==> src/rtl/backstabber_pkg.sv <==
// Shared encodings for the backstabber snoop front end.
// State codes, control bit indices and CR response bit positions.
package backstabber_pkg;

    localparam logic [3:0] ST_IDLE       = 4'd0;
    localparam logic [3:0] ST_DECODE     = 4'd1;
    localparam logic [3:0] ST_DEVIL_WAIT = 4'd2;
    localparam logic [3:0] ST_CR_SEND    = 4'd3;
    localparam logic [3:0] ST_CD_SEND    = 4'd4;

    localparam int CTRL_EN       = 0;
    localparam int CTRL_ACF_LT   = 14;
    localparam int CTRL_ADDR_FLT = 15;

    localparam int CRRESP_DT = 0;

endpackage

==> src/rtl/devil_snoop_filter.sv <==
// Snoop match logic: acsnoop compare plus address window.
// Window end is formed one bit wider than the address so it never wraps.
module devil_snoop_filter #(
    parameter int C_S_AXI_DATA_WIDTH = 32,
    parameter int C_ACE_ADDR_WIDTH   = 44
) (
    input  logic                          i_en,
    input  logic                          i_acf_lt,
    input  logic                          i_addr_flt,
    input  logic [3:0]                    i_acsnoop,
    input  logic [3:0]                    i_acsnoop_ref,
    input  logic [C_ACE_ADDR_WIDTH-1:0]   i_acaddr,
    input  logic [C_S_AXI_DATA_WIDTH-1:0] i_base,
    input  logic [C_S_AXI_DATA_WIDTH-1:0] i_size,
    output logic                          o_match
);

    localparam int W = C_ACE_ADDR_WIDTH + 1;

    logic [W-1:0] addr_x;
    logic [W-1:0] lo_x;
    logic [W-1:0] hi_x;
    logic         snoop_ok;
    logic         addr_ok;

    // Combine both filters; a disabled filter always passes.
    always_comb begin
        addr_x   = {1'b0, i_acaddr};
        lo_x     = W'(i_base);
        hi_x     = W'(i_base) + W'(i_size);
        snoop_ok = !i_acf_lt || (i_acsnoop == i_acsnoop_ref);
        addr_ok  = !i_addr_flt || ((addr_x >= lo_x) && (addr_x < hi_x));
        o_match  = i_en && snoop_ok && addr_ok;
    end

endmodule

==> src/rtl/devil_snoop_scheduler.sv <==
// ACE snoop front end: classify AC requests, run the devil FSM on hits,
// and return CR/CD with timeout and hit statistics.
module devil_snoop_scheduler
    import backstabber_pkg::*;
#(
    parameter int C_S_AXI_DATA_WIDTH = 32,
    parameter int C_ACE_ADDR_WIDTH   = 44,
    parameter int C_ACE_DATA_WIDTH   = 128,
    parameter int C_CD_BEATS         = 4
) (
    input  logic                          ace_aclk,
    input  logic                          ace_aresetn,
    input  logic                          i_acvalid,
    output logic                          o_acready,
    input  logic [C_ACE_ADDR_WIDTH-1:0]   i_acaddr,
    input  logic [3:0]                    i_acsnoop,
    input  logic [C_S_AXI_DATA_WIDTH-1:0] i_control_reg,
    input  logic [C_S_AXI_DATA_WIDTH-1:0] i_acsnoop_reg,
    input  logic [C_S_AXI_DATA_WIDTH-1:0] i_base_addr_reg,
    input  logic [C_S_AXI_DATA_WIDTH-1:0] i_addr_size_reg,
    input  logic [C_S_AXI_DATA_WIDTH-1:0] i_timeout_reg,
    output logic                          o_devil_start,
    output logic                          o_devil_ack,
    input  logic                          i_devil_crvalid,
    input  logic [4:0]                    i_devil_crresp,
    input  logic                          i_devil_cdvalid,
    input  logic                          i_devil_cdlast,
    input  logic [C_ACE_DATA_WIDTH-1:0]   i_devil_rdata,
    output logic                          o_crvalid,
    output logic [4:0]                    o_crresp,
    input  logic                          i_crready,
    output logic                          o_cdvalid,
    output logic [C_ACE_DATA_WIDTH-1:0]   o_cddata,
    output logic                          o_cdlast,
    input  logic                          i_cdready,
    output logic [3:0]                    o_state,
    output logic [C_S_AXI_DATA_WIDTH-1:0] o_hit_count,
    output logic                          o_timeout_flag
);

    localparam int BW = (C_CD_BEATS > 1) ? $clog2(C_CD_BEATS) : 1;
    localparam logic [BW-1:0] LAST_BEAT = BW'(C_CD_BEATS - 1);

    logic [3:0]                    state_q;
    logic [3:0]                    state_d;
    logic                          acready_q;
    logic [C_ACE_ADDR_WIDTH-1:0]   addr_q;
    logic [3:0]                    snoop_q;
    logic [4:0]                    crresp_q;
    logic [C_ACE_DATA_WIDTH-1:0]   rdata_q;
    logic                          cr_got_q;
    logic                          cd_got_q;
    logic [C_S_AXI_DATA_WIDTH-1:0] timer_q;
    logic [BW-1:0]                 beat_q;
    logic                          start_q;
    logic                          ack_q;
    logic [C_S_AXI_DATA_WIDTH-1:0] hit_q;
    logic                          tflag_q;

    logic       match;
    logic       in_decode;
    logic       in_wait;
    logic       cr_now;
    logic [4:0] resp_now;
    logic       cd_now;
    logic       done;
    logic       tmo;
    logic       cd_last_hs;
    logic       unused_cfg;

    assign unused_cfg = ^{i_control_reg[C_S_AXI_DATA_WIDTH-1:16],
                          i_control_reg[13:1],
                          i_acsnoop_reg[C_S_AXI_DATA_WIDTH-1:4]};

    devil_snoop_filter #(
        .C_S_AXI_DATA_WIDTH (C_S_AXI_DATA_WIDTH),
        .C_ACE_ADDR_WIDTH   (C_ACE_ADDR_WIDTH)
    ) u_filter (
        .i_en          (i_control_reg[CTRL_EN]),
        .i_acf_lt      (i_control_reg[CTRL_ACF_LT]),
        .i_addr_flt    (i_control_reg[CTRL_ADDR_FLT]),
        .i_acsnoop     (snoop_q),
        .i_acsnoop_ref (i_acsnoop_reg[3:0]),
        .i_acaddr      (addr_q),
        .i_base        (i_base_addr_reg),
        .i_size        (i_addr_size_reg),
        .o_match       (match)
    );

    // Devil result as seen this cycle, including same-cycle arrivals.
    always_comb begin
        in_decode  = (state_q == ST_DECODE);
        in_wait    = (state_q == ST_DEVIL_WAIT);
        cr_now     = cr_got_q || i_devil_crvalid;
        resp_now   = cr_got_q ? crresp_q : i_devil_crresp;
        cd_now     = cd_got_q || (i_devil_cdvalid && i_devil_cdlast);
        done       = in_wait && cr_now && (!resp_now[CRRESP_DT] || cd_now);
        tmo        = in_wait && (i_timeout_reg != '0) &&
                     (timer_q == i_timeout_reg);
        cd_last_hs = (state_q == ST_CD_SEND) && i_cdready &&
                     (beat_q == LAST_BEAT);
    end

    // Next-state selection for the snoop FSM.
    always_comb begin
        state_d = state_q;
        case (state_q)
            ST_IDLE:
                if (i_acvalid && acready_q) state_d = ST_DECODE;
            ST_DECODE:
                state_d = match ? ST_DEVIL_WAIT : ST_CR_SEND;
            ST_DEVIL_WAIT:
                if (done || tmo) state_d = ST_CR_SEND;
            ST_CR_SEND:
                if (i_crready)
                    state_d = crresp_q[CRRESP_DT] ? ST_CD_SEND : ST_IDLE;
            ST_CD_SEND:
                if (cd_last_hs) state_d = ST_IDLE;
            default:
                state_d = ST_IDLE;
        endcase
    end

    // State register; acready follows the next state so it drops
    // right after an AC handshake.
    always_ff @(posedge ace_aclk or negedge ace_aresetn) begin
        if (!ace_aresetn) begin
            state_q   <= ST_IDLE;
            acready_q <= 1'b0;
        end else begin
            state_q   <= state_d;
            acready_q <= (state_d == ST_IDLE);
        end
    end

    // Snoop capture, devil result collection and timeout override.
    always_ff @(posedge ace_aclk or negedge ace_aresetn) begin
        if (!ace_aresetn) begin
            addr_q   <= '0;
            snoop_q  <= '0;
            crresp_q <= '0;
            rdata_q  <= '0;
            cr_got_q <= 1'b0;
            cd_got_q <= 1'b0;
            timer_q  <= '0;
            beat_q   <= '0;
        end else begin
            if ((state_q == ST_IDLE) && i_acvalid && acready_q) begin
                addr_q  <= i_acaddr;
                snoop_q <= i_acsnoop;
            end
            if (in_decode) begin
                crresp_q <= '0;
                rdata_q  <= '0;
                cr_got_q <= 1'b0;
                cd_got_q <= 1'b0;
                timer_q  <= '0;
                beat_q   <= '0;
            end
            if (in_wait) begin
                timer_q <= timer_q + 1'b1;
                if (!cr_got_q && i_devil_crvalid) begin
                    cr_got_q <= 1'b1;
                    crresp_q <= i_devil_crresp;
                end
                if (!cd_got_q && i_devil_cdvalid && i_devil_cdlast) begin
                    cd_got_q <= 1'b1;
                    rdata_q  <= i_devil_rdata;
                end
                if (tmo && !done) begin
                    crresp_q <= '0;
                    rdata_q  <= '0;
                end
            end
            if ((state_q == ST_CD_SEND) && i_cdready)
                beat_q <= (beat_q == LAST_BEAT) ? '0 : beat_q + 1'b1;
        end
    end

    // Devil handshake pulses, saturating hit count, sticky timeout flag.
    always_ff @(posedge ace_aclk or negedge ace_aresetn) begin
        if (!ace_aresetn) begin
            start_q <= 1'b0;
            ack_q   <= 1'b0;
            hit_q   <= '0;
            tflag_q <= 1'b0;
        end else begin
            start_q <= in_decode && match;
            ack_q   <= done || tmo;
            if (in_decode && match && (hit_q != '1))
                hit_q <= hit_q + 1'b1;
            if (!i_control_reg[CTRL_EN])
                tflag_q <= 1'b0;
            else if (tmo && !done)
                tflag_q <= 1'b1;
        end
    end

    assign o_acready      = acready_q;
    assign o_devil_start  = start_q;
    assign o_devil_ack    = ack_q;
    assign o_crvalid      = (state_q == ST_CR_SEND);
    assign o_crresp       = o_crvalid ? crresp_q : '0;
    assign o_cdvalid      = (state_q == ST_CD_SEND);
    assign o_cddata       = o_cdvalid ? rdata_q : '0;
    assign o_cdlast       = o_cdvalid && (beat_q == LAST_BEAT);
    assign o_state        = state_q;
    assign o_hit_count    = hit_q;
    assign o_timeout_flag = tflag_q;

endmodule

==> config.mk <==
export PLATFORM = sky130hd
export DESIGN_NAME = devil_snoop_scheduler
export DESIGN_NICKNAME = d
export VERILOG_FILES = /design/src/rtl/backstabber_pkg.sv /design/src/rtl/devil_snoop_filter.sv /design/src/rtl/devil_snoop_scheduler.sv
export SDC_FILE = /design/constraint.sdc
export NUM_CORES = 1
export LEC_CHECK = 0
export ABC_CLOCK_PERIOD_IN_PS = 5800
export CAP_MARGIN = 10
export CORE_AREA = 3 3 205 207
export DETAILED_ROUTE_END_ITERATION = 7
export DIE_AREA = 0 0 208 210
export PLACE_DENSITY = 0.68
export SLEW_MARGIN = 20
export SYNTH_ARGS = -nofsm -noshare
export SYNTH_HDL_FRONTEND = slang
export SYNTH_SLANG_ARGS = --single-unit
export TNS_END_PERCENT = 1
==> constraint.sdc <==
create_clock -name ace_aclk -period 5.8 [get_ports ace_aclk]
set_input_delay 1.16 -clock ace_aclk [delete_from_list [all_inputs] [get_ports ace_aclk]]
set_output_delay 1.16 -clock ace_aclk [all_outputs]
set_load 0.05 [all_outputs]
Yosys cells after proc, flatten, opt, wreduce, memory -nomap -nowiden. Index checks and enable logic that the tools add are counted.

Register bits: 257. Bits of input ports: 349. Output and inout bits: 176. Word-level logic and storage cells: 97.

Add/subtract/negate cells: 4. Magnitude comparators: 2. Eq/ne operators: 9. Mux-type cells: 31. Reductions and logical operators: 37.

Operator list (number): 128-bit two-way mux (5); 32-bit by 1-bit adder with 32-bit output, second input constant (2); 32-bit two-way mux (2); 44-bit by 45-bit < comparator with 1-bit output (1); 44-bit by 32-bit >= comparator with 1-bit output (1); 32-bit by 32-bit adder with 33-bit output (1); 32-bit equality test (1); 32-bit inequality test, second input constant (1); 32-bit nonzero test (1); 5-bit two-way mux (5); 1-bit logical AND (20); 4-bit one-hot mux with 5 select lines (1); 4-bit two-way mux (4); 1-bit two-way mux (10); 4-bit by 2-bit equality test with 1-bit output, second input constant (2); 4-bit zero test (2); 1-bit zero test (6); 1-bit logical OR (6); 2-bit two-way mux (3); 4-bit by 1-bit equality test with 1-bit output, second input constant (1); 4-bit by 3-bit equality test with 1-bit output, second input constant (1); 4-bit equality test (1); 2-bit nonzero test (2); 3-bit two-way mux (1); 3 further kinds (3).

Depth between registers and ports, before layout.
Word-level depth: 8. Mapped depth: 23. Depth with buffers taken out: 22.

Modules after synthesis. From an unflattened synthesis, not the netlist that was laid out.

Cells, all modules: 1516. Area, all modules: 14984.4 µm².

By module, submodules not included: devil_snoop_scheduler (times used 1, cells each 1112, area each 11812.6 µm², sequential area each 6431.2 µm²); devil_snoop_filter (times used 1, cells each 404, area each 3171.8 µm², sequential area each 0.0 µm²).

Worst setup path after synthesis. OpenSTA, ideal clock, no wires.

Path kind: input port to flip-flop. From: in i_base_addr_reg[9]. To: reg hit_q[29] (netlist: o_hit_count[29]). Library setup time: 80 ps. Arrival time: 5203 ps. Data required time: 5720 ps. Setup slack: 517 ps. Cell stages on the path: 21. Buffers on the path: 1. Cell sequence: ha_1 -> a21o_1 -> nor3b_1 -> a211o_1 -> a21oi_2 -> a31oi_1 -> a221oi_1 -> nand2b_1 -> a211oi_1 -> xor2_1 -> ha_1 -> a21o_1 -> a21o_1 -> a211o_1 -> nor4_1 -> a32oi_1 -> o22ai_2 -> o311ai_4 -> buf_6 -> nor4_2 -> xnor2_1.

Cells in the longest elaborated chain, start to end: 7. Elaborated cells between the ends (all ways): 8. Those cells by class: add/sub: 1; order compare: 2; reduce/logical: 5.

Ends and longest elaborated chain: start, declared (RTL line devil_snoop_scheduler.sv:19) `input logic [C_S_AXI_DATA_WIDTH-1:0] i_base_addr_reg,`; 32-bit by 32-bit adder with 33-bit output (RTL line devil_snoop_filter.sv:30) `hi_x = W'(i_base) + W'(i_size);`; 44-bit by 45-bit < comparator with 1-bit output (RTL line devil_snoop_filter.sv:32) `addr_ok = !i_addr_flt || ((addr_x >= lo_x) && (addr_x < hi_x));`; 1-bit logical AND * (RTL line devil_snoop_filter.sv:32); 1-bit logical OR * (RTL line devil_snoop_filter.sv:32); 1-bit logical AND * (RTL line devil_snoop_filter.sv:33) `o_match = i_en && snoop_ok && addr_ok;`; 1-bit logical AND * (2 in series) (RTL line devil_snoop_scheduler.sv:190) `if (in_decode && match && (hit_q != '1))`; end signal, assigned (RTL line devil_snoop_scheduler.sv:191) `hit_q <= hit_q + 1'b1;`; end, declared (RTL line devil_snoop_scheduler.sv:57) `logic [C_S_AXI_DATA_WIDTH-1:0] hit_q;`.

Every way passes the cells marked *; elsewhere a longest branch is shown, timed or not. A chain may end at the register's enable or synchronous reset.

Worst setup path in the final report.
From: in i_addr_size_reg[11]. To: reg hit_q[28] (netlist: o_hit_count[28]).

Cells in the longest elaborated chain, start to end: 7.

Ends and longest elaborated chain: start, declared (RTL line devil_snoop_scheduler.sv:20) `input logic [C_S_AXI_DATA_WIDTH-1:0] i_addr_size_reg,`; 32-bit by 32-bit adder with 33-bit output (RTL line devil_snoop_filter.sv:30); 44-bit by 45-bit < comparator with 1-bit output (RTL line devil_snoop_filter.sv:32); 1-bit logical AND (RTL line devil_snoop_filter.sv:32); 1-bit logical OR (RTL line devil_snoop_filter.sv:32); 1-bit logical AND (RTL line devil_snoop_filter.sv:33); 1-bit logical AND (2 in series) (RTL line devil_snoop_scheduler.sv:190).

No other way between the ends.

==> results <==
==> synthesized netlist by cell type (all sizes together), types with 23 or more instances <==
| library cell | number |
|---|---|
| a21o | 27 |
| a21oi | 47 |
| a22oi | 133 |
| and3 | 143 |
| clkbuf | 79 |
| dfrtp | 257 |
| ha | 99 |
| inv | 50 |
| mux2 | 47 |
| nand2 | 74 |
| nand3 | 56 |
| nand4 | 28 |
| nor2 | 173 |
| nor3 | 32 |
| nor4 | 23 |
| o21ai | 57 |
| xnor2 | 48 |
| xor2 | 47 |
==> per-layer routing <==
layer	vias up	routed length, µm	share of wire [%]	track usage (%)
li1	6676	-	-	-
met1	6952	22400	42	29.7
met2	452	25800	48	37.4
met3	99	3230	6.1	5.42
met4	4	1830	3.4	8.70
met5	-	21	0.039	0
==> state kept, by name, indices dropped and copies added (netlist names), 2 cells and up <==
signal and cells:
rdata_q 128, addr_q 44, o_hit_count 32, timer_q 32, crresp_q 5, o_state 4
snoop_q 4, beat_q 2
==> cell families (layout without fill, tap and decap cells) <==
logic type                 count (synthesis)  in the layout
AOI/OAI and AO/OA                        332            332
buffers and inverters                    147            676
DFF                                      257            257
xor gates and xnor gates                  95             95
adders and majority gates                100            100
and+or+nand+nor                          570            570
muxes                                     57             57
other                                      1              7
==> per-stage QoR <==
| step | instances | util [%] | setup slack [ps] | hold WS [ps] | setup TNS (ps) |
|---|---|---|---|---|---|
| after floorplan | 1559 | - | 517 | 459 | 0 |
| after global placement | 2544 | 51.0 | -656 | 474 | -18200 |
| after detailed placement | 2544 | 51.0 | -766 | 484 | -21990 |
| after CTS | 2606 | 53.8 | 35.8 | 500 | 0 |
| after global routing | 2626 | 55.1 | -53.4 | 505 | -496 |
| final | 2626 | 55.1 | 168 | 492 | 0 |
==> how the worst max path moves through the flow <==
stage | slack [ps] | startpoint | endpoint | cells after the start
4_1_cts | 40 | i_base_addr_reg[2] | o_hit_count[1] | 22
3_5_place_dp | -770 | i_base_addr_reg[0] | o_hit_count[29] | 24
3_3_place_gp | -660 | i_base_addr_reg[0] | o_hit_count[19] | 24
6_report | 170 | i_addr_size_reg[11] | o_hit_count[28] | 22
5_1_grt | -50 | i_addr_size_reg[11] | o_hit_count[22] | 22
2_1_floorplan | 520 | i_base_addr_reg[9] | o_hit_count[29] | 21
==> power groups by stage <==
stage               logic (mW)  registers, mW  clock network (mW)
finish                    2.22           2.72                2.10
global route              2.49           2.79                2.23
CTS                       2.18           2.72                2.17
detailed placement        2.16           2.73                   0
global placement          2.08           2.71                   0
floorplan                 1.39           2.66                   0
==> cell type report <==
cell class	count	area (µm²)
diodes	6	15.0
clock buffers	46	956
clock inverters	15	151
fillers	3566	18200
inverters	50	188
multi-input cells	1155	8380
flip-flops and latches	257	6430
well taps	532	666
repair buffers	565	5570
==> repair_timing <==
action / in CTS / in global routing
setup buffers: 1 / 11
resized for setup: 2 / 76
cloned: 0 / 3
setup endpoints to repair: 31 / 32
pin swaps: 1 / 35
==> worst max-delay path, cell delays in order <==
cell and delay [ps]:
clkdlybuf4s50_1 450, ha_4 310, o211ai_1 110, or3_1 430, nand4_1 210, o2111ai_4 180
a211oi_2 280, o211ai_1 130, a21oi_2 240, and4b_1 220, nor3_1 50, ha_1 310
a21o_1 160, a211o_1 290, nor4_2 300, a32oi_2 110, o22ai_2 150, buf_6 150
o311ai_4 190, clkbuf_16 290, nor4_2 200, xnor2_1 150
==> results by group <==
Power and ir drop
  – Sw frac: 33.8%
  – Switching power: 2.38 mW
  – Pwr dens: 315 nW/µm²
  – Lkg Pwr: 10.5 nW
  – Total Power: 7.04 mW
  – Peak VDD IR: 0.000235 V
  – Proportion of power drawn by the clock network: 29.8%
  – Logic pwr share: 31.5%
  – Flop pwr share: 38.7%
  – Int Power: 4.66 mW

Place
  – DP HPWL: 37.5 mm
  – PortBufs: 467
  – Placer Congestion: 0.932
  – Placed cell areas: 20700 µm²

Worst setup path
  – Startpoint Class: primary input
  – CP Max Fanout: 8
  – Crit end category: flop
  – Reg2reg setup slack: 2380 ps
  – WP data arrival: 6080 ps
  – Worst r2r src: o_state[2]
  – Reg-to-reg endpoint: rdata_q[5]
  – CP Data Required Time: 6250 ps
  – Critical path class: primary input to flop
  – FF-to-FF path depth: 7

Synth
  – Cell count after synthesis: 1559
  – Post-synthesis async set-or-reset flop share: 100%
  – Largest family of logic cells by synthesized area: simple AND/OR/NAND/NOR gates
  – Largest area contributor in the synthesized netlist: dfrtp_1
  – Adder-cell share of the synthesized area: 8.38%
  – Compound-Gate Fraction of Synth Area: 15.2%
  – Number of synthesized flops with an enable pin: 0
  – Number of synthesized register bits: 257
  – Post-synth top area share: 42.8%
  – Synth Area in XOR/XNOR: 5.54%
  – Simple-gate share of the synthesized area: 20.0%
  – Post-synth top flop: dfrtp_1
  – Post-synthesis sequential area ratio: 42.8%
  – Synthesized area: 15000 µm²
  – Distinct cells, synth: 62
  – Multiplexer area fraction after synthesis: 4.21%
  – Avg Inst Size Synth: 9.64 µm²
  – Syn_nets: 2008
  – Area contributors post-synth: dfrtp_1 43%, ha_1 8.2%, a22oi_1 6.6%
  – Synth Warn #: 0

Worst hold path
  – Min-Delay Path Depth: 1
  – Worst min-delay path class: flop to flop
  – Min-delay src: o_timeout_flag
  – Sink of the worst hold path: o_timeout_flag

Timing
  – Max-slew headroom: 36.6%
  – Worst-margin pin slew: 946 ps
  – Fmax: 178 MHz
  – # setup viols final: 0
  – Final Hold Viols: 0
  – Final Skew: 21.5 ps
  – Max-slew violation count: 0
  – Fin crit share: 97.1%
  – Tmin final: 5630 ps

Floorplan
  – Initial core utilization: 37.1%
  – Die height: 210 µm
  – Die W: 208 µm
  – Io pins: 525
  – Core area: 40600 µm²
  – Die area: 43700 µm²
  – Std-Cell Rows: 74

CTS
  – Clock transition at the registers of the reported paths: 60 ps
  – Clk sink count: 257
  – CTS tree: yes
  – Hold bufs inserted after CTS: 0
  – H-tree depth: 2
  – Max clock buf depth: 3
  – Clk_lat worst skew: 530 ps
  – CTS buffer count: 34
  – Root buffer cell: clkbuf_16

Global routing
  – Vias in the first global route: 14.3k
  – Antenna violations before repair: 8
  – Gr ovfl total: 0
  – Total GRT Usage: 22.9%
  – Global-route wire length before repair: 80.7 mm
  – Pin count of the biggest net entering global routing: 131

Layout
  – Post-route cell area: 22400 µm²
  – Ratio of cells with drive above 1 in the final layout: 13.2%
  – P&R area growth vs syn: 48.8%
  – Fin nets: 2512
  – Commonest non-fill, non-tap cell in the layout: clkdlybuf4s50_1
  – Most frequent cells in the layout: 450 x clkdlybuf4s50_1, 256 x dfrtp_1, 172 x nor2_1, 142 x and3_1, 133 x a22oi_1

Routing
  – Antenna viol nets, final: 0
  – Post-DR vias/cell: 5.40
  – DRC Markers: 0
  – First-pass DRT Iterations: 5
  – Drt wl/cell: 20.3 µm
  – 1st-iter DRT viols: 1025
  – Routed WL: 53.2 mm
  – Vias: 14.2k

Flow run
  – MaxCap Viol Count: 0

Status
  – Status: completed
Note: power is estimated with default switching activity, not from simulation.
